File: src/rtl/irq_a12_gen.sv
// irq_a12_gen: scanline-style IRQ counter clocked by filtered PPU A12 rises, with CPU-written latch/reload/enable registers.
module irq_a12_gen #(
  parameter int CNT_W   = 8,
  parameter int FILT_M2 = 3,
  parameter int REV_A   = 0
) (
  input  logic             clk,
  input  logic             map_rst_n,
  input  logic             decode_en,
  input  logic [3:0]       reg_addr,
  input  logic [7:0]       cpu_data,
  input  logic             cpu_m2,
  input  logic             ppu_a12,
  output logic             irq,
  output logic [CNT_W-1:0] cnt_q,
  output logic             clk_evt,
  output logic             reload_pend
);
  logic [1:0]       m2_s, a12_s;
  logic             m2_d, a12_d, irq_en;
  logic [2:0]       low_cnt;
  logic [CNT_W-1:0] latch, latch_nx, cnt_nx;
  logic             m2_fall, accept, wr_c, wr_d, wr_e, wr_f;
  logic             reload, armed, en_nx, irq_set;
  always_comb begin
    m2_fall  = m2_d & ~m2_s[1];
    accept   = a12_s[1] & ~a12_d & (low_cnt == 3'(FILT_M2));
    wr_c     = decode_en && reg_addr == 4'hC;
    wr_d     = decode_en && reg_addr == 4'hD;
    wr_e     = decode_en && reg_addr == 4'hE;
    wr_f     = decode_en && reg_addr == 4'hF;
    latch_nx = wr_c ? cpu_data[CNT_W-1:0] : latch;
    // a same-cycle 4'hD write counts as a pending reload
    reload   = cnt_q == '0 || reload_pend || wr_d;
    cnt_nx   = clk_evt ? (reload ? latch_nx : cnt_q - CNT_W'(1)) : wr_d ? '0 : cnt_q;
    armed    = REV_A == 0 || cnt_q != '0 || reload_pend || wr_d;
    en_nx    = ~wr_e & (wr_f | irq_en);
    irq_set  = clk_evt && cnt_nx == '0 && en_nx && armed;
  end
  always_ff @(posedge clk or negedge map_rst_n) begin
    if (!map_rst_n) begin
      m2_s        <= '0;
      a12_s       <= '0;
      m2_d        <= 1'b0;
      a12_d       <= 1'b0;
      low_cnt     <= '0;
      clk_evt     <= 1'b0;
      latch       <= '0;
      cnt_q       <= '0;
      reload_pend <= 1'b0;
      irq_en      <= 1'b0;
      irq         <= 1'b0;
    end else begin
      m2_s        <= {m2_s[0], cpu_m2};
      a12_s       <= {a12_s[0], ppu_a12};
      m2_d        <= m2_s[1];
      a12_d       <= a12_s[1];
      low_cnt     <= a12_s[1] ? 3'd0 : (m2_fall && low_cnt != 3'(FILT_M2)) ? low_cnt + 3'd1 : low_cnt;
      clk_evt     <= accept;
      latch       <= latch_nx;
      cnt_q       <= cnt_nx;
      reload_pend <= clk_evt ? 1'b0 : wr_d ? 1'b1 : reload_pend;
      irq_en      <= en_nx;
      irq         <= ~wr_e & (irq | irq_set);
    end
  end
endmodule

File: config.mk
export PLATFORM = sky130hd
export DESIGN_NAME = irq_a12_gen
export DESIGN_NICKNAME = d
export VERILOG_FILES = /design/src/rtl/irq_a12_gen.sv
export SDC_FILE = /design/constraint.sdc
export NUM_CORES = 1
export LEC_CHECK = 0
export CAP_MARGIN = 25
export CORE_MARGIN = 5
export CORE_UTILIZATION = 51
export DETAILED_ROUTE_END_ITERATION = 10
export PLACE_DENSITY = 0.9
export SLEW_MARGIN = 20
export SYNTH_ARGS = -nofsm -noshare
export SYNTH_HDL_FRONTEND = slang
export SYNTH_SLANG_ARGS = --single-unit
File: constraint.sdc
create_clock -name clk -period 3.05 [get_ports clk]
set_clock_uncertainty 0.15 [all_clocks]
set_input_delay 0.4575 -clock clk [delete_from_list [all_inputs] [get_ports clk]]
set_output_delay 0.4575 -clock clk [all_outputs]
set_load 0.005 [all_outputs]
## Word level (Yosys, flattened, before mapping)

Index checks and enable logic that the tools add are counted.
Widths: inputs -> output; s select.

- Add/sub/neg operators: 2
- Multiply operators: 0
- Divide/modulo/power cells: 0
- $lt $le $gt $ge: 0
- Equal/unequal tests: 6
- Shift operators: 0
- Multiplexer cells: 8
- Bitwise operators: 10
- Reduce and logical (&&, ||, !) cells: 13

Operators by type and width:

| cell | count |
|---|---|
| $mux 8 | 4 |
| $eq 4x4->1 const B | 4 |
| $logic_not 8->1 | 2 |
| $sub 8x1->8 const B | 1 |
| $logic_and 1x1->1 | 7 |
| $mux 3 | 2 |
| $and 1x1->1 | 5 |
| $reduce_bool 2->1 | 2 |
| $add 3x1->3 const B | 1 |
| $eq 3x2->1 const B | 1 |
| $ne 3x2->1 const B | 1 |
| $not 1->1 | 3 |
| $logic_or 1x1->1 | 2 |
| $mux 1 | 2 |
| $or 1x1->1 | 2 |

- Register bits after elaboration: 29
- Bits in latches: 0
- Memory bits (writable): 0
- Bits in read-only memories: 0
- Input port bits: 17
- Output and inout bits: 11
- Logic and storage cells: 50
- Memories: 0

## Depth between registers and ports, before layout

- Word-level depth: 10
- Gate-level depth with buffers: 8
- Depth with buffers taken out: 8

## Worst setup path after synthesis

No wires, ideal clock.

- Path type: in2reg
- Start point: input decode_en
- End point: register irq
- Library setup time: 0.095 ns
- Data arrival time: 2.288 ns
- Data required time: 2.805 ns
- Path slack: 0.516 ns
- Cell stages on the path: 6
- Path buffers: 0
- Cell sequence: nand3_2 -> nor3_2 -> mux2_2 -> a221o_1 -> or3_1 -> o31ai_1

- Cells in the longest elaborated chain, start to end: 9
- Elaborated cells on any way between the ends: 17
- Those cells by class: mux (4); bitwise (5); reduce/logical (8)

RTL lines:

| item | RTL line | source |
|---|---|---|
| start: declaration | 9 | `input logic decode_en,` |
| $logic_and 1x1->1 | 28 | `wr_c = decode_en && reg_addr == 4'hC;` |
| $mux 8 | 32 | `latch_nx = wr_c ? cpu_data[CNT_W-1:0] : latch;` |
| net latch_nx[4] | 22 | `logic [CNT_W-1:0] latch, latch_nx, cnt_nx;` |
| $mux 8 (2 in series) | 35 | `cnt_nx = clk_evt ? (reload ? latch_nx : cnt_q - CNT_W'(1)) : wr_d ? '0 : cnt_q;` |
| net cnt_nx[4] | 22 |  |
| $logic_not 8->1 | 38 | `irq_set = clk_evt && cnt_nx == '0 && en_nx && armed;` |
| $logic_and 1x1->1 (2 in series) | 38 |  |
| $or 1x1->1 | 64 | `irq <= ~wr_e & (irq \| irq_set);` |
| $and 1x1->1 | 64 |  |
| end signal: assignment | 64 |  |
| end: declaration | 14 | `output logic irq,` |

The timed path passes the listed nets, and every way through them passes these cells.
A chain may end at the register's enable or synchronous reset.

## Worst setup path after layout

- Start point: register cnt_q[0]
- End point: register irq

- Cells in the longest elaborated chain, start to end: 10
- Elaborated cells on any way between the ends: 12
- Those cells by class: add/sub (1); mux (3); bitwise (2); reduce/logical (6)

RTL lines:

| item | RTL line | source |
|---|---|---|
| start: declaration | 15 | `output logic [CNT_W-1:0] cnt_q,` |
| start signal: assignment | 61 | `cnt_q <= cnt_nx;` |
| branches (longest 3 deep; another with $sub 8x1->8) | -- |  |
| $mux 8 (*) (2 in series) | 35 |  |
| net cnt_nx[4] | 22 |  |
| $logic_not 8->1 (*) | 38 |  |
| $logic_and 1x1->1 (*) (2 in series) | 38 |  |
| $or 1x1->1 (*) | 64 |  |
| $and 1x1->1 (*) | 64 |  |

Mark *: on every way through the listed nets, which the timed path passes.

==> qor.txt <==
Outcome -> complete, no violations
Clock slew at reported path FFs -> 0.09 ns
Worst Setup EP -> irq
Drt pass-1 iters -> 4
Synthesized Nets -> 153
Largest net degree at the start of global routing -> 30
Final WL -> 3.14 mm
Total Neg Setup Slack -> 0 ns
Critical Path RT -> 3.14 ns
First-pass GRT wire length -> 5.49 mm
Period minus WS final -> 2.69 ns
Port bufs -> 27
Final period utilization -> 0.883
Area of the multi-input gates -> 682 µm²
Vias in the first global route -> 1159
Design Power -> 1030 µW
CP endpoint kind -> flop
Crit path DAT -> 2.78 ns
Vias -> 1142
Post-DP HPWL -> 2.39 mm
Area Growth Syn to Fin -> 27.9%
R2R Setup Slk -> 0.36 ns
Cells after Synth -> 132
Worst VDD drop -> 0.000456 V
Syn Area/Cell -> 11.0 µm²
Drt wl/cell -> 15.7 µm
H-tree Lvls -> 2
Final antenna-violating net count -> 0
Worst setup margin -> 0.357 ns
Hold Path Class -> flop to flop
Fillers -> 201
R2R depth -> 8
DR iter-0 viols -> 28
Fmax -> 0.371 GHz
Worst hold slack -> 0.209 ns
R2r endpoint -> irq
CTS hold repair buffers -> 0
Rows -> 19
Sequential cell area -> 726 µm²
Relative slew margins -> 0.521
GR Overflow Total -> 0
Internal power -> 718 µW
Final-report max-slew violation count -> 0
Clock power share -> 0.260
Vias per cell -> 5.71
CTS Buf Count -> 5
Combinational power share -> 0.271
Die Area -> 0.00401 mm²
Worst-path maximum fanout -> 4
Max-cap violation count -> 0
Post-synth top area cell -> dfrtp_1
CTS Buffer Depth -> 2
Core ar. -> 0.00273 mm²
Starting Density -> 0.530
Die width -> 63.3 µm
Die Span Y -> 63.3 µm
Synth top area share -> 0.500
CP Class -> flop to flop
Io pins -> 28
Layout cells sized above 1 -> 0.201
Ys flop type -> dfrtp_1
Gpl congestion -> 0.878
Ant. Diodes -> 0
Final nets -> 189
Synth top area cells -> dfrtp_1 (50%), mux2_2 (5.4%), ha_1 (3.5%)
TritonCTS clock tree -> yes
Post-synthesis sequential element count -> 29
Unrepaired setup endpoints after global routing -> false
Final Hold Fails -> 0
Initial antenna violation count -> 0
Net Sw Frac -> 0.303
Post-CTS setup buffer count -> 0
Post-Syn Area -> 0.00145 mm²
Dpl ws -> 0.0254 ns
Unique masters post-synth -> 47
Seq pwr share -> 0.469
Worst setup SP type -> flop
Switching power -> 313 µW
Worst r2r src -> cnt_q[0]
Crit path from -> cnt_q[0]
GRT Util Overall -> 0.175
Commonest non-fill, non-tap cell in the layout -> dfrtp_1
Setup violations, final -> 0
Slew @ Worst Pin -> 0.714 ns
Clk Latency, worst-skew pair -> 0.33 ns
Power per cell area -> 556 mW/mm²
# resized after CTS -> 0
Register area share after synthesis -> 0.500
Lkg Pwr -> 0.000791 µW
DR DRC count -> 0
Ys Warns -> 0
Most frequent cells in the layout -> dfrtp_1 (29), clkdlybuf4s50_1 (27), nor2_1 (11), nand2_1 (11), inv_1 (8)
TritonCTS sink count -> 29
Root buffer cell -> clkbuf_4
Synth async-reset ratio -> 1.00
Number of synthesized flops with an enable pin -> 0
[worst min path at each step]
stage / from / end / slack [ns] / cells past startpoint
2_1_floorplan: map_rst_n / a12_d / 0.01 / 0
3_3_place_gp: a12_s[0] / a12_s[1] / 0.19 / 0
3_5_place_dp: m2_s[0] / m2_s[1] / 0.19 / 0
4_1_cts: a12_s[0] / a12_s[1] / 0.21 / 0
5_1_grt: m2_s[1] / m2_d / 0.24 / 0
6_report: a12_s[0] / a12_s[1] / 0.21 / 0
[cells by family after synthesis]
kind of cell             count (synthesis)  share of synthesized area
AO/OA/AOI/OAI                           27                      0.130
buffers and inverters                   11                     0.0293
adder cells (fa/ha/maj)                  4                     0.0345
XOR/XNOR                                 2                     0.0121
multiplexers                            11                     0.0828
flip-flops                              29                      0.500
AND/OR/NAND/NOR                         48                      0.211
[cells in the mapped netlist, drive strengths merged, types with 2 or more instances]
cell / number
a21oi: 7
nor3b: 3
mux2: 8
clkbuf: 2
o21ai: 6
nor3: 4
mux2i: 3
o22ai: 2
inv: 8
xnor2: 2
nor2: 12
o31ai: 3
nand4: 2
or3: 2
dfrtp: 29
nand2: 11
nand3: 3
ha: 4
[metrics by stage]
stage / instances / utilization / area (µm²)
detailed placement: 192 / 0.653 / 1780
global route: 200 / 0.678 / 1850
finish: 200 / 0.678 / 1850
global placement: 192 / 0.653 / 1780
floorplan: 132 / - / 1450
CTS: 200 / 0.678 / 1850
[area by class of cell]
| class | count | area share |
|---|---|---|
| clock inverters | 1 | 0.00270 |
| multi-input cells | 92 | 0.368 |
| repair buffers | 32 | 0.166 |
| flip-flops and latches | 29 | 0.391 |
| clock buffers | 7 | 0.0351 |
| inverters | 8 | 0.0162 |
| well taps | 31 | 0.0209 |
[sequential cells by signal, indices dropped and copies added (netlist names)]
name,count
reload_pend,1
m2_d,1
m2_s,2
a12_d,1
irq_en,1
latch,8
a12_s,2
cnt_q,8
irq,1
clk_evt,1
low_cnt,3
[metal layers]
metal | share of wire | routed length (µm) | up-vias | track usage
li1 | - | - | 547 | -
met1 | 0.43 | 1340 | 554 | 0.209
met2 | 0.50 | 1560 | 34 | 0.279
met3 | 0.057 | 178 | 7 | 0.0639
met4 | 0.019 | 61 | 0 | 0.0779
met5 | 0 | 0 | - | 0
[power groups by stage]
stage	Clock [µW]	Combinational (µW)	Sequential, µW
3_5_place_dp	0	277	491
5_1_grt	300	305	493
4_1_cts	277	279	484
3_3_place_gp	0	268	488
2_1_floorplan	0	166	482
6_report	268	279	484
[worst max-delay path, stage by stage, from the launching register on]
cell and delay [ns]:
dfrtp_1 0.40, inv_1 0.10, ha_1 0.22, nor3b_2 0.18, a21oi_1 0.40, a21oi_2 0.14, a221o_1 0.37, or3_1 0.39
o31ai_1 0.24
Power figures use the tool's default switching activity.
